--- config.mk ---
export PLATFORM = sky130hd
export DESIGN_NAME = instr_fetch_unit
export DESIGN_NICKNAME = d
export VERILOG_FILES = /design/src/rtl/instr_fetch_unit_pkg.sv /design/src/rtl/instr_fetch_unit_next_pc_calc.sv /design/src/rtl/instr_fetch_unit.sv
export SDC_FILE = /design/constraint.sdc
export NUM_CORES = 1
export LEC_CHECK = 0
export ABC_AREA = 1
export ABC_CLOCK_PERIOD_IN_PS = 4100
export CORE_UTILIZATION = 40
export CTS_CLUSTER_DIAMETER = 50
export DETAILED_ROUTE_END_ITERATION = 8
export HOLD_SLACK_MARGIN = 0.02
export PLACE_DENSITY = 0.73
export SYNTH_ARGS = -nofsm -noshare
export SYNTH_HDL_FRONTEND = slang
export SYNTH_HIERARCHICAL = 1
export SYNTH_SLANG_ARGS = --single-unit
--- constraint.sdc ---
create_clock -name clk -period 4.1 [get_ports clk]
set_input_delay 0.82 -clock clk [delete_from_list [all_inputs] [get_ports clk]]
set_output_delay 0.82 -clock clk [all_outputs]
set_load 0.01 [all_outputs]
--- src/rtl/instr_fetch_unit_pkg.sv ---
// Shared definitions for the instruction fetch unit, the control decoder
// and their benches: fetch FSM states, opcode encodings and PC step size.
package instr_fetch_unit_pkg;

  typedef enum logic [1:0] {
    IDLE  = 2'd0,
    FETCH = 2'd1,
    HOLD  = 2'd2
  } fetch_state_e;

  localparam logic [5:0] OP_RTYPE = 6'b000000;
  localparam logic [5:0] OP_LW    = 6'b100011;
  localparam logic [5:0] OP_SW    = 6'b101011;
  localparam logic [5:0] OP_BEQ   = 6'b000100;
  localparam logic [5:0] OP_J     = 6'b000010;
  localparam logic [5:0] OP_ADDI  = 6'b001000;

  localparam int unsigned PC_STEP = 4;

  // Major opcode field of a 32-bit instruction word.
  function automatic logic [5:0] opcode_of(input logic [31:0] word);
    return word[31:26];
  endfunction

endpackage

--- src/rtl/instr_fetch_unit_next_pc_calc.sv ---
// Next-PC selection for the held instruction: jump beats branch beats
// sequential. Only the low 26 instruction bits matter here (the jump index,
// whose low half is also the branch immediate). Arithmetic wraps at ADDR_W.
module next_pc_calc
  import instr_fetch_unit_pkg::*;
#(
  parameter int ADDR_W = 32
) (
  input  logic [ADDR_W-1:0] pc_out,
  input  logic [25:0]       instr,
  input  logic              jump,
  input  logic              branch_taken,
  output logic [ADDR_W-1:0] next_pc
);

  logic [ADDR_W-1:0] pc4;
  logic [ADDR_W-1:0] jump_target;
  logic [ADDR_W-1:0] branch_offset;
  logic [ADDR_W-1:0] branch_target;

  // Build all three candidate targets and pick one by priority.
  always_comb begin
    pc4           = pc_out + ADDR_W'(PC_STEP);
    jump_target   = {pc4[ADDR_W-1:28], instr[25:0], 2'b00};
    branch_offset = {{(ADDR_W-18){instr[15]}}, instr[15:0], 2'b00};
    branch_target = pc4 + branch_offset;
    if (jump) begin
      next_pc = jump_target;
    end else if (branch_taken) begin
      next_pc = branch_target;
    end else begin
      next_pc = pc4;
    end
  end

endmodule

--- src/rtl/instr_fetch_unit.sv ---
// Instruction fetch/issue unit: fetches one word at a time over a req/ack
// memory handshake, holds it for the decoder/datapath until accepted, then
// steers the PC using the decoder's jump and the datapath's branch result.
module instr_fetch_unit
  import instr_fetch_unit_pkg::*;
#(
  parameter int              ADDR_W   = 32,
  parameter int              DATA_W   = 32,
  parameter logic [ADDR_W-1:0] RESET_PC = '0
) (
  input  logic              clk,
  input  logic              rst,
  output logic              imem_req,
  output logic [ADDR_W-1:0] imem_addr,
  input  logic              imem_ack,
  input  logic [DATA_W-1:0] imem_rdata,
  output logic              instr_valid,
  input  logic              instr_ready,
  output logic [DATA_W-1:0] instr,
  output logic [5:0]        opcode,
  output logic [ADDR_W-1:0] pc_out,
  input  logic              jump,
  input  logic              branch_taken
);

  fetch_state_e      state_q, state_d;
  logic [ADDR_W-1:0] pc_q, pc_d;
  logic              imem_req_q, imem_req_d;
  logic              instr_valid_q, instr_valid_d;
  logic [DATA_W-1:0] instr_q, instr_d;
  logic [ADDR_W-1:0] pc_out_q, pc_out_d;
  logic [ADDR_W-1:0] next_pc;

  next_pc_calc #(
    .ADDR_W(ADDR_W)
  ) u_next_pc_calc (
    .pc_out      (pc_out_q),
    .instr       (instr_q[25:0]),
    .jump        (jump),
    .branch_taken(branch_taken),
    .next_pc     (next_pc)
  );

  // Next-state logic: acks only count in FETCH, accepts only in HOLD; the
  // request and valid flags are registered copies of the next state.
  always_comb begin
    state_d  = state_q;
    pc_d     = pc_q;
    instr_d  = instr_q;
    pc_out_d = pc_out_q;
    case (state_q)
      IDLE: begin
        state_d = FETCH;
      end
      FETCH: begin
        if (imem_ack) begin
          instr_d  = imem_rdata;
          pc_out_d = pc_q;
          state_d  = HOLD;
        end
      end
      HOLD: begin
        if (instr_valid_q && instr_ready) begin
          pc_d    = next_pc;
          state_d = FETCH;
        end
      end
      default: begin
        state_d = IDLE;
      end
    endcase
    imem_req_d    = (state_d == FETCH);
    instr_valid_d = (state_d == HOLD);
  end

  // Fetch FSM registers; reset takes priority over any ack or accept.
  always_ff @(posedge clk) begin
    if (rst) begin
      state_q       <= IDLE;
      pc_q          <= RESET_PC;
      imem_req_q    <= 1'b0;
      instr_valid_q <= 1'b0;
      instr_q       <= '0;
      pc_out_q      <= RESET_PC;
    end else begin
      state_q       <= state_d;
      pc_q          <= pc_d;
      imem_req_q    <= imem_req_d;
      instr_valid_q <= instr_valid_d;
      instr_q       <= instr_d;
      pc_out_q      <= pc_out_d;
    end
  end

  assign imem_req    = imem_req_q;
  assign imem_addr   = pc_q;
  assign instr_valid = instr_valid_q;
  assign instr       = instr_q;
  assign opcode      = opcode_of(instr_q[31:0]);
  assign pc_out      = pc_out_q;

endmodule

==> flow_metrics.tcl <==
set metrics [dict create \
    synth-async-reset-ratio 0 \
    chipHeight_um 142 \
    cts_setup_buffers 0 \
    synth-seq-cells 100 \
    first_pass_iters 5 \
    place_ws_ns 0.487 \
    outcome "completed" \
    switching_share 0.289 \
    grt_pass1_wl_um 44500 \
    irDropWorstVdd_v 0.000202 \
    drt_iter0_markers 910 \
    cts_hold_buffers 0 \
    nets 1505 \
    grt_use_met2 0.471 \
    slowest_delay_ns 0.51 \
    p_clk_frac 0.398 \
    post-route-drc-count 0 \
    synth_nets 1400 \
    crit_path_cell_trace "ha_1 > clkinv_1 > nor2_4 > nand2_1 > inv_2 > nand3_1 > xor2_1 > inv_1 > ha_1 > nand2_1 > nor2_1 > inv_1 > nor2_1 > nand3b_1 > nand4_1 > nand3_1 > a21oi_1 > inv_1 > nand3_1 > nand2_1 > nor2_1" \
    cts.sinks 100 \
    cpMaxStageDelayCell "dfxtp_1" \
    rows 50 \
    grt_usage 0.286 \
    rsz0062_at_grt "false" \
    grt_max_degree 67 \
    dominantRegCellSynth "dfxtp_1" \
    fin_crit_sh 0.896 \
    worstPathArrival_ns 3.97 \
    die_w_um 142 \
    fin_ws_ns 0.425 \
    worstPathRequired_ns 4.40 \
    antenna_left 0 \
    grt_pass1_vias 8137 \
    insertedDiodeCount 0 \
    internal-power_mw 1.63 \
    drive_gt1_frac 0.0544 \
    antenna_found_initial 0 \
    p_leak_nw 4.38 \
    p_per_area_nw_per_um2 237 \
    max_clock_freq_mhz 272 \
    setup_viol 0 \
    fillCellCount 1972 \
    vias_per_cell 5.26 \
    power_switching_uw 661 \
    drv_cap 0 \
    final_common_cell "nand2_1" \
    synth_edf_count 0 \
    final_cell_mix "nand2_1 (438), inv_1 (177), clkdlybuf4s50_1 (139)" \
    gp_congestion 0.992 \
    syn-cell-area_um2 7840 \
    hpwlAfterDp_um 21500 \
    grtUsageMet3 0.0427 \
    pin_count 142 \
    cts_max_path_buffers 2 \
    drt_wl_total_um 28500 \
    root_buffer "clkbuf_16" \
    ys_warn_count 6 \
    clkLatencyLatePin_ns 0.36 \
    seq_area_frac_synth 0.255 \
    use_met1 0.386 \
    startpoint_type "register" \
    cts_made_buffers 9 \
    synth.avg_cell_area_um2 5.92 \
    top_usage_layer "met2" \
    yosysUniqueCellTypes 42 \
    finalSetupTns_ns 0 \
    path_clk_slew_ns 0.07 \
    start_util 0.414 \
    p_comb_frac 0.155 \
    wl_per_cell_um 16.8 \
    slew_headroom 0.425 \
    die-area_um2 20200 \
    htree_levels 3 \
    maxSlewViolCount 0 \
    p_seq_frac 0.447 \
    period_needed_ns 3.67 \
    core_area_um2 19000 \
    syn-instance-count 1324 \
    crit_type "register to register" \
    hold_viol 0 \
    cts_tree "yes" \
    worst_pin_slew_ns 0.861 \
    overflow 0 \
    min_path_type "register to register" \
    port_buffers 141 \
    fin_skew_ns 0.0136 \
    area_growth_pct 23.3 \
    vias 8906 \
    cts_resized 0 \
    cp_max_fo 8 \
    end_kind "register" \
]
==> critical path: cells and delay by family (launching register included) <==
| family | cells | cell delay [ns] |
|---|---|---|
| and+or+nand+nor | 12 | 1.57 |
| adders and majority gates | 2 | 0.68 |
| DFF | 1 | 0.51 |
| buffers and inverters | 5 | 0.44 |
| xor gates and xnor gates | 1 | 0.23 |
| AOI/OAI and AO/OA | 1 | 0.18 |
==> final timing paths <==
path	start	end	slack, ns	cells after the start
worst min register to register	pc_out[1]	pc_out[1]	0.48	2
worst max register to register	pc_out[2]	imem_addr[22]	0.43	21
worst min-delay path	pc_out[1]	pc_out[1]	0.48	2
worst max-delay path	pc_out[2]	imem_addr[22]	0.43	21
==> power by group through the flow <==
stage / logic [mW] / registers, mW / clock network, mW
detailed placement: 0.349 / 1.04 / 0
finish: 0.355 / 1.02 / 0.911
global placement: 0.348 / 1.04 / 0
global route: 0.387 / 1.03 / 0.959
floorplan: 0.205 / 1.04 / 0
CTS: 0.351 / 1.02 / 0.926
==> cell usage after synthesis (2+ instances only) <==
library cell | count | area (µm²)
a21o_1 | 3 | 22.5
a21oi_1 | 97 | 485
a21oi_2 | 2 | 17.5
a31oi_1 | 2 | 12.5
buf_1 | 6 | 22.5
buf_2 | 21 | 105
buf_4 | 17 | 128
clkbuf_1 | 18 | 67.6
clkinv_1 | 5 | 18.8
dfxtp_1 | 100 | 2000
ha_1 | 37 | 463
inv_1 | 177 | 664
inv_2 | 8 | 30.0
nand2_1 | 438 | 1640
nand2_2 | 7 | 43.8
nand2_4 | 4 | 45.0
nand3_1 | 87 | 435
nand3_2 | 4 | 40.0
nand3b_1 | 2 | 15.0
nand4_1 | 74 | 463
nor2_1 | 136 | 510
nor2_2 | 8 | 50.1
nor2_4 | 4 | 45.0
nor3_1 | 6 | 30.0
o21ai_0 | 6 | 30.0
o21ai_1 | 12 | 60.1
o21bai_1 | 3 | 22.5
or2_2 | 3 | 18.8
xnor2_1 | 10 | 87.6
xor2_1 | 15 | 131
==> stage by stage <==
stage / utilization / power (mW) / instance area [µm²] / hold WS (ns) / std cells
5_1_grt: 0.510 / 2.37 / 9670 / 0.503 / 1694
3_5_place_dp: 0.494 / 1.39 / 9370 / 0.472 / 1678
4_1_cts: 0.510 / 2.30 / 9670 / 0.485 / 1694
2_1_floorplan: - / 1.25 / 7840 / 0.478 / 1324
6_report: 0.510 / 2.29 / 9670 / 0.483 / 1694
3_3_place_gp: 0.494 / 1.39 / 9370 / 0.467 / 1678
==> logic make-up (layout without fill, tap and decap cells) <==
| kind of cell | count (synthesis) | count (layout) | synth area share |
|---|---|---|---|
| adder cells (fa/ha/maj) | 38 | 38 | 0.0616 |
| AND/OR/NAND/NOR | 779 | 779 | 0.434 |
| buffers and inverters | 252 | 362 | 0.132 |
| AO/OA/AOI/OAI | 129 | 129 | 0.0873 |
| flip-flops | 100 | 100 | 0.255 |
| XOR/XNOR | 26 | 26 | 0.0300 |
==> per-layer routing <==
layer | share of wire | vias to the layer above | wire, µm
li1 | - | 4396 | -
met1 | 0.45 | 4107 | 12800
met2 | 0.46 | 365 | 13100
met3 | 0.072 | 38 | 2050
met4 | 0.020 | 0 | 573
met5 | 0 | - | 0
==> sequential cells by signal, indices dropped and copies added, names as in the netlist <==
name	flops
instr_valid	1
imem_req	1
instr	32
imem_addr	32
pc_out	32
state_q	2
==> final cells by class <==
class / instances / area (µm²) / share of cell area
clock buffer: 11 / 243 / 0.0251
clock inverter: 5 / 65.1 / 0.00673
inverter: 190 / 713 / 0.0737
multi-input combinational: 972 / 4810 / 0.497
sequential: 100 / 2000 / 0.207
tap: 260 / 325 / 0.0336
timing repair buffer: 156 / 1510 / 0.157
Power figures use the tool's default switching activity.
